[config.mk]
export PLATFORM = sky130hd
export DESIGN_NAME = sdram_wr_burst_flat
export DESIGN_NICKNAME = d
export VERILOG_FILES = /design/src/rtl/sdram_pkg.sv /design/src/rtl/sdram_wr_burst_if.sv /design/src/rtl/sdram_addr_ptr.sv /design/src/rtl/sdram_wr_burst.sv /design/src/flat_wrapper.sv
export SDC_FILE = /design/constraint.sdc
export NUM_CORES = 1
export LEC_CHECK = 0
export ABC_AREA = 1
export CORE_ASPECT_RATIO = 0.5
export CORE_MARGIN = 2
export CORE_UTILIZATION = 48
export CTS_CLUSTER_DIAMETER = 100
export DETAILED_ROUTE_END_ITERATION = 10
export PLACE_DENSITY = 0.88
export SLEW_MARGIN = 20
export SYNTH_ARGS = -nofsm -noshare
export SYNTH_HDL_FRONTEND = slang
export SYNTH_SLANG_ARGS = --single-unit
[constraint.sdc]
create_clock -name sclk -period 1.5 [get_ports sclk]
set_clock_uncertainty 0.05 [all_clocks]
set_input_delay 0.3 -clock sclk [delete_from_list [all_inputs] [get_ports sclk]]
set_output_delay 0.3 -clock sclk [all_outputs]
set_load 0.01 [all_outputs]
[src/rtl/sdram_pkg.sv]
// ============================================================================
// Module      : sdram_pkg
// Description : Shared SDRAM command encodings, arbiter state codes and
//               address-geometry constants for the controller datapaths.
// Revision    : 1.0 - initial release
// ============================================================================
`default_nettype none

package sdram_pkg;

  // {cs_n, ras_n, cas_n, we_n}
  typedef enum logic [3:0] {
    NOP      = 4'b0111,
    PRE      = 4'b0010,
    ACT      = 4'b0011,
    RD       = 4'b0101,
    WR       = 4'b0100,
    AREF_CMD = 4'b0001
  } sdram_cmd_e;

  typedef enum logic [4:0] {
    AREF  = 5'b00000,
    READ  = 5'b01000,
    WRITE = 5'b10000
  } arb_state_e;

  localparam int unsigned COL_END   = 508;
  localparam int unsigned ROW_END   = 4095;
  localparam int unsigned BURST_LEN = 4;

  localparam int unsigned COL_W = 9;
  localparam int unsigned ROW_W = 12;

endpackage

`default_nettype wire

[src/rtl/sdram_wr_burst_if.sv]
// ============================================================================
// Module      : sdram_wr_burst_if
// Description : Arbiter, FIFO and SDRAM pin bundle of the write burst engine.
// Revision    : 1.0 - initial release
// ============================================================================
`default_nettype none

interface sdram_wr_burst_if;

  logic        wr_en;
  logic [4:0]  state;
  logic        ref_req;
  logic        key_wr;
  logic [15:0] wr_data;

  logic [3:0]  sdram_cmd;
  logic [11:0] sdram_addr;
  logic [1:0]  sdram_bank;
  logic [15:0] wr_dq;
  logic        wr_dq_oe;
  logic        wr_req;
  logic        flag_wr_end;
  logic        wr_data_req;

  modport master (
    input  wr_en, state, ref_req, key_wr, wr_data,
    output sdram_cmd, sdram_addr, sdram_bank, wr_dq, wr_dq_oe,
           wr_req, flag_wr_end, wr_data_req
  );

  modport slave (
    output wr_en, state, ref_req, key_wr, wr_data,
    input  sdram_cmd, sdram_addr, sdram_bank, wr_dq, wr_dq_oe,
           wr_req, flag_wr_end, wr_data_req
  );

endinterface

`default_nettype wire

[src/rtl/sdram_addr_ptr.sv]
// ============================================================================
// Module      : sdram_addr_ptr
// Description : Linear row/column pointer stepping one burst group per
//               advance, wrapping column then row.
// Revision    : 1.0 - initial release
// ============================================================================
`default_nettype none

module sdram_addr_ptr
  import sdram_pkg::*;
#(
  parameter int unsigned COL_LAST = sdram_pkg::COL_END,
  parameter int unsigned ROW_LAST = sdram_pkg::ROW_END,
  parameter int unsigned STEP     = sdram_pkg::BURST_LEN
) (
  input  wire logic             sclk,
  input  wire logic             s_rst_n,
  input  wire logic             i_advance,
  output logic [ROW_W-1:0]      o_row,
  output logic [COL_W-1:0]      o_col
);

  localparam logic [COL_W-1:0] c_col_end = COL_W'(COL_LAST);
  localparam logic [ROW_W-1:0] c_row_end = ROW_W'(ROW_LAST);
  localparam logic [COL_W-1:0] c_step    = COL_W'(STEP);

  logic [ROW_W-1:0] r_row;
  logic [COL_W-1:0] r_col;

  always_ff @(posedge sclk or negedge s_rst_n) begin
    if (!s_rst_n) begin
      r_row <= '0;
      r_col <= '0;
    end else if (i_advance) begin
      if (r_col == c_col_end) begin
        r_col <= '0;
        r_row <= (r_row == c_row_end) ? '0 : r_row + ROW_W'(1);
      end else begin
        r_col <= r_col + c_step;
      end
    end
  end

  assign o_row = r_row;
  assign o_col = r_col;

endmodule

`default_nettype wire

[src/rtl/sdram_wr_burst.sv]
// ============================================================================
// Module      : sdram_wr_burst
// Description : SDRAM write burst engine: PRE/ACT/WR sequencing, 4-word DQ
//               drive and linear write pointer while the arbiter is in WRITE.
//               Build option SDRAM_WR_PATTERN_EN replaces FIFO data with an
//               internal incrementing word counter.
// Revision    : 1.0 - initial release
// ============================================================================
`default_nettype none

module sdram_wr_burst
  import sdram_pkg::*;
#(
  parameter int unsigned CMD_END   = 12,
  parameter int unsigned COL_END   = sdram_pkg::COL_END,
  parameter int unsigned ROW_END   = sdram_pkg::ROW_END,
  parameter int unsigned BURST_LEN = sdram_pkg::BURST_LEN
) (
  input  wire logic           sclk,
  input  wire logic           s_rst_n,
  sdram_wr_burst_if.master    bus
);

  localparam logic [3:0] c_cnt_pre  = 4'd2;
  localparam logic [3:0] c_cnt_act  = 4'd3;
  localparam logic [3:0] c_cnt_wr   = 4'd4;
  localparam logic [3:0] c_req_last = 4'(3 + BURST_LEN - 1);
  localparam logic [3:0] c_dq_last  = 4'(4 + BURST_LEN - 1);
  localparam logic [3:0] c_cmd_end  = 4'(CMD_END);

  logic [3:0]       r_cmd_cnt;
  logic             r_flag_act;
  logic [3:0]       r_sdram_cmd;
  logic [11:0]      r_sdram_addr;
  logic [15:0]      r_wr_dq;
  logic             r_wr_dq_oe;
  logic             r_wr_req;
  logic             r_flag_wr_end;
  logic             r_wr_data_req;

  logic             w_in_write;
  logic [ROW_W-1:0] w_row;
  logic [COL_W-1:0] w_col;
  logic             w_col_zero;
  logic [3:0]       w_cmd_nxt;
  logic [11:0]      w_addr_nxt;
  logic             w_req_nxt;
  logic             w_oe_nxt;
  logic [15:0]      w_dq_src;

  assign w_in_write = (bus.state == WRITE);
  assign w_col_zero = (w_col == '0);

  sdram_addr_ptr #(
    .COL_LAST (COL_END),
    .ROW_LAST (ROW_END),
    .STEP     (BURST_LEN)
  ) u_ptr (
    .sclk      (sclk),
    .s_rst_n   (s_rst_n),
    .i_advance (r_flag_wr_end),
    .o_row     (w_row),
    .o_col     (w_col)
  );

  always_ff @(posedge sclk or negedge s_rst_n) begin
    if (!s_rst_n) begin
      r_cmd_cnt <= '0;
    end else if (w_in_write) begin
      r_cmd_cnt <= r_cmd_cnt + 4'd1;
    end else begin
      r_cmd_cnt <= '0;
    end
  end

  // Slot decode is gated by WRITE so an aborted burst stops driving at once.
  always_comb begin
    w_cmd_nxt  = NOP;
    w_addr_nxt = w_row;
    w_req_nxt  = 1'b0;
    w_oe_nxt   = 1'b0;
    if (w_in_write) begin
      case (r_cmd_cnt)
        c_cnt_pre: if (w_col_zero) w_cmd_nxt = PRE;
        c_cnt_act: if (r_flag_act || w_col_zero) w_cmd_nxt = ACT;
        c_cnt_wr: begin
          w_cmd_nxt  = WR;
          w_addr_nxt = {3'b000, w_col};
        end
        default: w_cmd_nxt = NOP;
      endcase
      w_req_nxt = (r_cmd_cnt >= c_cnt_act) && (r_cmd_cnt <= c_req_last);
      w_oe_nxt  = (r_cmd_cnt >= c_cnt_wr)  && (r_cmd_cnt <= c_dq_last);
    end
  end

`ifdef SDRAM_WR_PATTERN_EN
  logic [15:0] r_pat;
  logic        w_unused_wr_data;

  assign w_unused_wr_data = ^bus.wr_data;

  always_ff @(posedge sclk or negedge s_rst_n) begin
    if (!s_rst_n) begin
      r_pat <= '0;
    end else if (w_oe_nxt) begin
      r_pat <= r_pat + 16'd1;
    end
  end

  assign w_dq_src = r_pat;
`else
  assign w_dq_src = bus.wr_data;
`endif

  always_ff @(posedge sclk or negedge s_rst_n) begin
    if (!s_rst_n) begin
      r_sdram_cmd   <= NOP;
      r_sdram_addr  <= '0;
      r_wr_dq       <= '0;
      r_wr_dq_oe    <= 1'b0;
      r_wr_req      <= 1'b0;
      r_flag_wr_end <= 1'b0;
      r_wr_data_req <= 1'b0;
      r_flag_act    <= 1'b0;
    end else begin
      r_sdram_cmd   <= w_cmd_nxt;
      r_sdram_addr  <= w_addr_nxt;
      r_wr_data_req <= w_req_nxt;
      r_wr_dq_oe    <= w_oe_nxt;
      if (w_oe_nxt) begin
        r_wr_dq <= w_dq_src;
      end
      r_flag_wr_end <= (r_cmd_cnt == c_cmd_end);
      if (bus.wr_en) begin
        r_wr_req <= 1'b0;
      end else if (bus.key_wr && !w_in_write) begin
        r_wr_req <= 1'b1;
      end
      // A refresh during this slot closes the row, so the next burst re-ACTs.
      if (r_flag_wr_end) begin
        r_flag_act <= bus.ref_req;
      end
    end
  end

  assign bus.sdram_cmd   = r_sdram_cmd;
  assign bus.sdram_addr  = r_sdram_addr;
  assign bus.sdram_bank  = 2'b00;
  assign bus.wr_dq       = r_wr_dq;
  assign bus.wr_dq_oe    = r_wr_dq_oe;
  assign bus.wr_req      = r_wr_req;
  assign bus.flag_wr_end = r_flag_wr_end;
  assign bus.wr_data_req = r_wr_data_req;

endmodule

`default_nettype wire
[src/flat_wrapper.sv]
// flat-port wrapper written by rule: the top's interface ports become plain ports
module sdram_wr_burst_flat import sdram_pkg::*;
#(
  parameter int unsigned CMD_END   = 12,
  parameter int unsigned COL_END   = sdram_pkg::COL_END,
  parameter int unsigned ROW_END   = sdram_pkg::ROW_END,
  parameter int unsigned BURST_LEN = sdram_pkg::BURST_LEN
)
  (sclk, s_rst_n, bus_wr_en, bus_state, bus_ref_req, bus_key_wr, bus_wr_data, bus_sdram_cmd, bus_sdram_addr, bus_sdram_bank, bus_wr_dq, bus_wr_dq_oe, bus_wr_req, bus_flag_wr_end, bus_wr_data_req);
  sdram_wr_burst_if bus_i ();
  input  wire logic sclk;
  input  wire logic s_rst_n;
  input wire logic [$bits(bus_i.wr_en)-1:0] bus_wr_en;
  input wire logic [$bits(bus_i.state)-1:0] bus_state;
  input wire logic [$bits(bus_i.ref_req)-1:0] bus_ref_req;
  input wire logic [$bits(bus_i.key_wr)-1:0] bus_key_wr;
  input wire logic [$bits(bus_i.wr_data)-1:0] bus_wr_data;
  output wire logic [$bits(bus_i.sdram_cmd)-1:0] bus_sdram_cmd;
  output wire logic [$bits(bus_i.sdram_addr)-1:0] bus_sdram_addr;
  output wire logic [$bits(bus_i.sdram_bank)-1:0] bus_sdram_bank;
  output wire logic [$bits(bus_i.wr_dq)-1:0] bus_wr_dq;
  output wire logic [$bits(bus_i.wr_dq_oe)-1:0] bus_wr_dq_oe;
  output wire logic [$bits(bus_i.wr_req)-1:0] bus_wr_req;
  output wire logic [$bits(bus_i.flag_wr_end)-1:0] bus_flag_wr_end;
  output wire logic [$bits(bus_i.wr_data_req)-1:0] bus_wr_data_req;
  assign bus_i.wr_en = bus_wr_en;
  assign bus_i.state = bus_state;
  assign bus_i.ref_req = bus_ref_req;
  assign bus_i.key_wr = bus_key_wr;
  assign bus_i.wr_data = bus_wr_data;
  assign bus_sdram_cmd = bus_i.sdram_cmd;
  assign bus_sdram_addr = bus_i.sdram_addr;
  assign bus_sdram_bank = bus_i.sdram_bank;
  assign bus_wr_dq = bus_i.wr_dq;
  assign bus_wr_dq_oe = bus_i.wr_dq_oe;
  assign bus_wr_req = bus_i.wr_req;
  assign bus_flag_wr_end = bus_i.flag_wr_end;
  assign bus_wr_data_req = bus_i.wr_data_req;
  sdram_wr_burst #(.CMD_END(CMD_END), .COL_END(COL_END), .ROW_END(ROW_END), .BURST_LEN(BURST_LEN)) u_core (.sclk(sclk), .s_rst_n(s_rst_n), .bus(bus_i));
endmodule
==> results_dict.tcl, run 1 <==
set metrics [dict create \
    critPathTopFamily "flip-flops" \
    fin_crit_sh 0.9720 \
    r2r_slack_ns 0.04 \
    gp_congestion 0.8413 \
    hold_path_depth 2 \
    outcome "complete, no violations" \
    grt_pass1_vias 2197 \
    grt_max_degree 60 \
    synth_edf_count 0 \
    max_stage_delay_ns 0.51 \
    dp.cells 433 \
    rows 19 \
    hold_violations 0 \
    tritoncts "done" \
    cp_data_arrival_time_ns 1.11 \
    r2r_start "u_core.r_cmd_cnt[0]$_DFF_PN0_" \
    yosysTopAreaCell "dfrtp_1" \
    grt_pass1_wl_mm 10.32 \
    path_max_fanout 1 \
    place_hpwl_mm 4.230 \
    fin_crit_ns 1.458 \
    drt-initial-drc-count 204 \
    ant_nets 0 \
    path_clk_slew_ns 0.07 \
    syn2layout_area_growth_pct 37.26 \
    routed_wl_mm 6.484 \
    worstSkewPairLatency_ns 0.35 \
    fillers 389 \
    die-height_um 56.60 \
    end_kind "output port" \
    ys.flop_type "dfrtp_1" \
    synth_cell_types 30 \
    antenna_found_initial 0 \
    utilization 0.6727 \
    antenna_cells 0 \
    required_ns 1.15 \
    dieArea_mm2 0.006181 \
    hp-start "u_core.bus.wr_dq[13]$_DFFE_PN0P_" \
    start_util 0.4901 \
    hold_class "reg2reg" \
    fin_cells 452 \
    yosys_warnings 0 \
    final_layout_size_suffix_gt1_frac 0.1346 \
    tns_ns 0 \
    finalNetCount 407 \
    crit_chain "dlygate4sd2_1" \
    die_w_um 109.2 \
    ys_ff_latch 59 \
    fmax_ghz 0.6859 \
    ys_seq_area_frac 0.5572 \
    syn_area_mm2 0.002656 \
    ir_worst_vdd_v 0.0006679 \
    reg2regPathDepth 7 \
    core-area_mm2 0.005420 \
    hold_path_end "u_core.bus.wr_dq[13]$_DFFE_PN0P_" \
    clkSinkCount 59 \
    dr.pass1.iters 4 \
    grt_overflow 0 \
    critPathBufInv 1 \
    grt_use_total 0.2235 \
    maxCapViolCount 0 \
    synthArstFlopShare 1.000 \
    remaining_drc_errors 0 \
    synth_area_leaders "dfrtp_1 (53%), nand2_1 (12%), inv_1 (4.2%), nor2_1 (3.7%), ha_1 (3.3%)" \
    io_pins 64 \
    via_count 2297 \
    crit_slowest_cell "dfstp_2" \
    numCtsBuffers 9 \
    drv_slew 0 \
    vias_per_cell 5.082 \
    fin_hold_ws_ns 0.4313 \
    netlist.area_leader.share 0.5276 \
    root_buffer "clkbuf_8" \
    p_leak_nw 1.902 \
    power_density_mw_per_mm2 953.3 \
    clockBufferDepth 2 \
    htree_levels 3 \
    worst_setup_path_start_kind "register" \
    crit_type "reg2out" \
    synthCells 296 \
    io_buffers 60 \
    setup_viol 0 \
    synth_area_per_cell_um2 8.974 \
    wl_per_cell_um 14.35 \
    rr_endpoint "u_core.bus.sdram_addr[7]$_DFF_PN0_" \
]
## sequential cells by signal, summed over array words and instances (netlist names), 3 cells and up
signal	flops
u_core.bus.wr_dq	16
u_core.bus.sdram_cmd	3
u_core.bus.sdram_addr	12
u_core.r_cmd_cnt	4
u_core.u_ptr.o_col	7
u_core.u_ptr.o_row	12
## cells in the final DEF (no fill, tap or decap), types with 4 or more instances in the layout
master	n
nand2_1	88
dfrtp_1	54
dlygate4sd2_1	34
inv_1	30
nor2_1	25
clkdlybuf4s50_1	24
o21ai_0	17
nand3_1	13
buf_4	11
clkbuf_8	10
nand4_1	9
ha_1	7
a21oi_1	5
xor2_1	5
nor2_4	4
nor3_1	4
## cells in the mapped netlist, types with 2 or more instances
cell and count:
nand2_1 88, dfrtp_1 56, inv_1 30, nor2_1 26
o21ai_0 17, nand3_1 15, nand4_1 9, ha_1 7
a21oi_1 6, xor2_1 5, buf_4 4, nor3_1 4
dfstp_2 3, inv_2 3, nor2_4 3, o21ai_1 3
buf_2 2, clkinv_4 2, nand2_2 2
## cells by family (layout without fill, tap and decap cells)
family / count (synthesis) / after routing / share of synthesized area
AND/OR/NAND/NOR: 153 / 153 / 0.2591
flip-flops: 59 / 59 / 0.5572
buffers and inverters: 43 / 124 / 0.07819
AO/OA/AOI/OAI: 27 / 27 / 0.05134
adder cells (fa/ha/maj): 7 / 7 / 0.03297
XOR/XNOR: 6 / 6 / 0.01978
other: 1 / 3 / 0.001412
## area by class of cell
cell class	count	area (µm²)	share of cell area
inverter	35	151.4	0.04152
multi-input combinational	196	1013	0.2780
clock inverter	5	100.1	0.02745
sequential	59	1483	0.4067
tap	73	91.34	0.02505
timing repair buffer	73	665.6	0.1826
clock buffer	11	141.4	0.03878
## power breakdown
part           internal, W  switching [W]
registers          0.00159     0.00000152
clock network      0.00114       0.000620
logic            0.0000675      0.0000501
total              0.00280       0.000671
## through the flow
| stage | setup slack (ns) | total power [W] | instance area, µm² |
|---|---|---|---|
| 5_1_grt | -0.03147 | 0.003584 | 3646 |
| 4_1_cts | 0.01625 | 0.003505 | 3588 |
| 3_5_place_dp | -0.2667 | 0.001743 | 3372 |
| 2_1_floorplan | 0.1296 | 0.001642 | 2664 |
| 6_report | 0.04202 | 0.003476 | 3646 |
| 3_3_place_gp | -0.1806 | 0.001741 | 3372 |
## worst max-delay path by stage
| stage | depth (start not counted) | slack, ns | end | from |
|---|---|---|---|---|
| after floorplan | 6 | 0.13 | u_core.u_ptr.o_row[11]$_DFFE_PN0P_ | u_core.u_ptr.o_row[0]$_DFFE_PN0P_ |
| after global placement | 8 | -0.18 | u_core.bus.wr_dq[10]$_DFFE_PN0P_ | bus_state[0] |
| after detailed placement | 8 | -0.27 | u_core.bus.wr_dq[6]$_DFFE_PN0P_ | bus_state[0] |
| after CTS | 1 | 0.02 | bus_sdram_cmd[0] | u_core.bus.sdram_cmd[0]$_DFF_PN1_ |
| after global routing | 7 | -0.03 | u_core.bus.sdram_addr[7]$_DFF_PN0_ | u_core.r_cmd_cnt[0]$_DFF_PN0_ |
| final | 1 | 0.04 | bus_sdram_cmd[2] | u_core.bus.sdram_cmd[2]$_DFF_PN1_ |
## layer usage
layer,GRT usage,share of wire
met5,0,0
met3,0.08246,0.065
met1,0.2698,0.40
met2,0.3691,0.51
met4,0.08137,0.022
## timing repair
action | in CTS | in global routing
gates resized for setup | 38 | 10
hold endpoints to repair | 56 | 0
hold buffers | 1 | 0
endpoints found under the setup margin | 42 | 23
buffers inserted | 0 | 2
pin swaps | 0 | 3
Note: power is estimated with default switching activity, not from simulation.
==> run 2: changes to the inputs <==
CORE_UTILIZATION = 23   (was 48)
PLACE_DENSITY = 0.53   (was 0.88)
SYNTH_HIERARCHICAL = 1   (was default)
==> run 2 against run 1 <==
Largest power group unchanged. Die area increased by 110%. Register-to-register slack improved by 0.08 ns. Sequential cell count is the same.
==> results_dict.tcl, run 2 <==
set metrics [dict create \
    outcome "complete, no violations" \
    yosysTopAreaCell "dfrtp_1" \
    crit_type "reg2out" \
    start_util 0.2358 \
    via_count 2267 \
    hold_violations 0 \
    final_common_cell "nand2_1" \
    dieArea_mm2 0.01305 \
    syn_area_mm2 0.002784 \
    total_power_w 0.003786 \
    syn2layout_area_growth_pct 44.99 \
    fin_cells 585 \
    path_clk_slew_ns 0.05 \
    htree_levels 3 \
    critPathLaunch "u_core/bus.sdram_cmd[0]$_DFF_PN1_" \
    numCtsBuffers 9 \
    largest_register_ffs 16 \
    dr.pass1.iters 4 \
    wl_per_cell_um 10.77 \
    fin_crit_ns 1.451 \
    grt_pass1_wl_mm 10.76 \
    synthCells 322 \
    required_ns 1.15 \
    synth_common_cells "nand2_1 (99), dfrtp_1 (56), nor2_1 (43)" \
    remaining_drc_errors 0 \
    final_cell_mix "nand2_1 (99), dfrtp_1 (55), nor2_1 (42), dlygate4sd2_1 (34), inv_1 (27)" \
    crit_chain "dlygate4sd2_1" \
    max_stage_delay_ns 0.51 \
    grt_overflow 0 \
    gp_congestion 0.7923 \
    synthArstFlopShare 1.000 \
    ant_nets 0 \
    rsz0062_at_grt "no" \
    r2r_slack_ns 0.12 \
    ys_ff_latch 59 \
    grt_use_total 0.1078 \
    power_density_mw_per_mm2 937.9 \
    io_pins 64 \
    final_layout_size_suffix_gt1_frac 0.1714 \
    path_max_fanout 1 \
    ys.flop_type "dfrtp_1" \
    synth_edf_count 0 \
    place_hpwl_mm 4.709 \
    io_buffers 60 \
    rr_endpoint "u_core/u_ptr/o_row[7]$_DFFE_PN0P_" \
    clockBufferDepth 2 \
    dp.cells 568 \
    root_buffer "clkbuf_16" \
    end_kind "output port" \
    critPathTopFamily "flip-flops" \
    fmax_ghz 0.6893 \
    routed_wl_mm 6.303 \
    worst_setup_path_start_kind "register" \
    antenna_cells 0 \
    grt_max_degree 26 \
    finalNetCount 447 \
    die-height_um 81.80 \
    synth_area_leaders "dfrtp_1 (50%), nand2_1 (13%), nor2_1 (5.8%), inv_1 (3.8%), dfstp_2 (2.8%)" \
    antenna_found_initial 0 \
    maxCapViolCount 0 \
    clkSinkCount 59 \
    vias_per_cell 3.875 \
    cp-endpoint "bus_sdram_cmd[0]" \
    core-area_mm2 0.01181 \
    yosysMostFrequentCell "nand2_1" \
    cp_data_arrival_time_ns 1.10 \
    netlist.area_leader.share 0.5034 \
    reg2regPathDepth 9 \
    rows 28 \
    grt_pass1_vias 2247 \
    r2r_start "u_core/u_ptr/o_col[2]$_DFFE_PN0P_" \
    fillers 1251 \
    hold_class "in2async" \
    ys_seq_area_frac 0.5317 \
    synth_area_per_cell_um2 8.646 \
    yosys_warnings 6 \
    tritoncts "done" \
    crit_slowest_cell "dfstp_2" \
    drv_slew 0 \
    critPathBufInv 1 \
    worstSkewPairLatency_ns 0.34 \
    setup_viol 0 \
    die_w_um 159.6 \
    drt-initial-drc-count 77 \
    p_leak_nw 2.070 \
    crit_cells 1 \
    fin_crit_sh 0.9672 \
    synth_cell_types 32 \
    ir_worst_vdd_v 0.0006633 \
]
## run 2: changes by cell type after synthesis, sizes merged, moves of 2 or more
cell    previous run  this run
nand2             91       104
nand4              9         3
nor3               5        10
nand3             17        13
inv               33        31
nor2              29        53
clkinv             2         0
buf                8        10
o21ai             20        13
## run 2: layer usage
layer | up-vias | track usage | routed length [µm]
met1 | 1039 | 0.1245 | 2963
met2 | 34 | 0.1810 | 2959
li1 | 1182 | - | -
met3 | 12 | 0.03333 | 242
met5 | - | 0 | 0
met4 | 0 | 0.06545 | 137
## run 2: kinds of logic after synthesis
family,share of synthesized area
AOI/OAI and AO/OA,0.03820
xor gates and xnor gates,0.01888
adders and majority gates,0.02697
buffers and inverters,0.07146
DFF,0.5317
muxes,0.004045
other,0.002698
and+or+nand+nor,0.3061
## run 2: cell type report
cell class	instances	area, µm²	area share
flip-flops and latches	59	1481	0.3670
multi-input cells	225	1131	0.2802
clock buffers	11	242.7	0.06014
clock inverters	5	52.55	0.01302
inverters	31	123.9	0.03069
repair buffers	89	798.3	0.1978
well taps	165	206.4	0.05115
## run 2: power by group
part	total (W)	switching [W]	internal, W
clock	0.00204	0.000723	0.00132
combinational	0.000146	0.0000640	0.0000817
sequential	0.00160	0.00000109	0.00160
## run 2: how the worst min path moves through the flow
stage / start / endpoint / slack (ns) / cells after the start
floorplan: s_rst_n / u_core/bus.flag_wr_end$_DFF_PN0_ / -0.05 / 0
finish: s_rst_n / u_core/r_flag_act$_DFFE_PN0P_ / 0.39 / 2
CTS: s_rst_n / u_core/r_flag_act$_DFFE_PN0P_ / 0.40 / 2
detailed placement: s_rst_n / u_core/r_flag_act$_DFFE_PN0P_ / 0.23 / 1
global route: u_core/bus.wr_dq[9]$_DFFE_PN0P_ / u_core/bus.wr_dq[9]$_DFFE_PN0P_ / 0.44 / 2
global placement: s_rst_n / u_core/r_flag_act$_DFFE_PN0P_ / 0.22 / 1
## run 2: through the flow
step | utilization | hold WS (ns) | instance area (µm²) | setup WS, ns | TNS, ns
finish | 0.3419 | 0.3889 | 4036 | 0.04924 | 0
detailed placement | 0.3180 | 0.2272 | 3755 | -0.1950 | -5.533
global placement | 0.3180 | 0.2218 | 3755 | -0.1900 | -5.223
global route | 0.3419 | 0.4358 | 4036 | 0.008419 | 0
CTS | 0.3403 | 0.3964 | 4018 | 0.02038 | 0
floorplan | - | -0.04559 | 2795 | 0.1386 | 0
## run 2: repair_timing
item,in CTS,in global routing
gates resized for setup,36,6
hold buffers,1,0
setup buffers,0,0
hold endpoints to repair,11,0
endpoints found under the setup margin,35,8
==> run 3: changes to the inputs <==
ABC_CLOCK_PERIOD_IN_PS = 1500   (was default)
MAX_ROUTING_LAYER = met4   (was default)
==> run 3 against run 2 <==
Critical path depth unchanged. First-iteration DRC count fell by 6.5%. Setup slack gained 0.0015 ns. Critical path type unchanged. Sequential cell count stayed put. Core utilization is 0.12 points higher. Non-clock buffer count grew 2. Via count rose by 0.57%. Critical endpoint unchanged.
==> results_dict.tcl, run 3 (synthesis gave the netlist of run 2 again) <==
set metrics [dict create \
    remaining_drc_errors 0 \
    vias_per_cell 3.884 \
    path_max_fanout 1 \
    fmax_ghz 0.6900 \
    place_ws_ns -0.1950 \
    syn2layout_area_growth_pct 45.48 \
    p_comb_frac 0.039 \
    crit_slowest_cell "dfstp_2" \
    rsz0062_at_grt "no" \
    fin_crit_ns 1.449 \
    grt_pass1_vias 2232 \
    die_w_um 159.6 \
    cp_data_arrival_time_ns 1.10 \
    core-area_mm2 0.01181 \
    total_power_w 0.003781 \
    start_util 0.2358 \
    routed_wl_mm 6.329 \
    dieArea_mm2 0.01305 \
    hold_violations 0 \
    worst_setup_path_start_kind "register" \
    outcome "complete, no violations" \
    power_density_mw_per_mm2 933.4 \
    critPathTopFamily "flip-flops" \
    final_common_cell "nand2_1" \
    antenna_found_initial 0 \
    fin_hold_ws_ns 0.3909 \
    placed_area_mm2 0.003755 \
    rows 28 \
    die-height_um 81.80 \
    htree_levels 3 \
    io_pins 64 \
    drv_slew 0 \
    fin_crit_sh 0.9661 \
    root_buffer "clkbuf_16" \
    grt_max_degree 26 \
    fin_area_mm2 0.004050 \
    fin_ws_ns 0.05078 \
    p_leak_nw 2.084 \
    final_cell_mix "nand2_1 (99), dfrtp_1 (55), nor2_1 (42), dlygate4sd2_1 (35), buf_4 (28)" \
    wl_per_cell_um 10.78 \
    path_clk_slew_ns 0.05 \
    clockPowerShare 0.539 \
    antenna_cells 0 \
    clockBufferDepth 2 \
    dr.pass1.iters 5 \
    hold_class "in2async" \
    grt_overflow 0 \
    max_stage_delay_ns 0.51 \
    drt-initial-drc-count 72 \
    p_seq_frac 0.423 \
    p_int_w 0.002998 \
    place_hpwl_mm 4.709 \
    ir_worst_vdd_v 0.0006539 \
    crit_type "reg2out" \
    io_buffers 60 \
    crit_chain "dlygate4sd2_1" \
    gp_congestion 0.8035 \
    largest_register_ffs 16 \
    critPathBufInv 1 \
    end_kind "output port" \
    required_ns 1.15 \
    clkSinkCount 59 \
    ant_nets 0 \
    maxCapViolCount 0 \
    switchingPower_w 0.0007825 \
    grt_pass1_wl_mm 10.74 \
    via_count 2280 \
    numCtsBuffers 9 \
    tritoncts "done" \
    finalNetCount 449 \
    final_layout_size_suffix_gt1_frac 0.1754 \
    grt_use_total 0.1115 \
    worstSkewPairLatency_ns 0.33 \
    setup_viol 0 \
    swShare 0.2070 \
]
## run 3: changes by cell type in the layout (fill, tap and decap cells not counted), sizes merged
cell | before | now
buf | 29 | 31
clkdlybuf4s15 | 1 | 0
dlygate4sd2 | 34 | 35
## run 3: cell type report
| type | count | area, µm² |
|---|---|---|
| Clock buffer | 11 | 242.7 |
| Clock inverter | 5 | 52.55 |
| Fill cell | 1252 | 7756 |
| Inverter | 31 | 123.9 |
| Multi-Input combinational cell | 225 | 1131 |
| Sequential cell | 59 | 1481 |
| Tap cell | 165 | 206.4 |
| Timing Repair Buffer | 91 | 812.0 |
## run 3: worst register-to-register path, cell delays in order, from the launching register on
cell and delay [ns]:
dfrtp_1 0.35, ha_1 0.16, nand2_1 0.06, inv_2 0.08
nand3_4 0.13, buf_4 0.17, nor2_4 0.11, nand2_1 0.06
nand2_1 0.07, nor2_1 0.04
## run 3: stage by stage
stage	TNS [ns]	utilization	cells
finish	0	0.3430	587
detailed placement	-5.533	0.3180	568
CTS	0	0.3403	585
global placement	-5.223	0.3180	568
floorplan	0	-	325
global route	0	0.3430	587
## run 3: what timing repair did
action	in CTS	in global routing
resized for setup	36	5
hold buffers	1	0
endpoints found under the setup margin	35	9
buffers inserted	0	2
hold endpoints to repair	11	0
pin swaps	0	0
## run 3: power by group through the flow
stage                     clock network [W]  registers [W]   logic, W
after floorplan                           0        0.00163  0.0000301
after CTS                           0.00211        0.00160   0.000151
after global placement                    0        0.00162   0.000151
after global routing                0.00220        0.00160   0.000163
final                               0.00204        0.00160   0.000146
after detailed placement                  0        0.00162   0.000149
## run 3: worst paths after layout
kind	slack, ns	end	cells after the start	startpoint
max in group asynchronous	0.46	u_core/bus.sdram_cmd[1]$_DFF_PN1_	3	s_rst_n
min in group sclk	0.42	u_core/bus.wr_dq[9]$_DFFE_PN0P_	2	u_core/bus.wr_dq[9]$_DFFE_PN0P_
worst min register to register	0.42	u_core/bus.wr_dq[9]$_DFFE_PN0P_	2	u_core/bus.wr_dq[9]$_DFFE_PN0P_
worst max-delay path	0.05	bus_sdram_cmd[0]	1	u_core/bus.sdram_cmd[0]$_DFF_PN1_
worst max register to register	0.13	u_core/u_ptr/o_row[7]$_DFFE_PN0P_	9	u_core/u_ptr/o_col[2]$_DFFE_PN0P_
worst min-delay path	0.39	u_core/r_flag_act$_DFFE_PN0P_	2	s_rst_n
## run 3: metal layers
layer  up-vias  global-route usage  wire (µm)
met4         0             0.05455        120
met5         -                   -          0
met1      1052              0.1245       2957
met2        33              0.1810       3012
met3         9             0.04091        239
li1       1186                   -          -
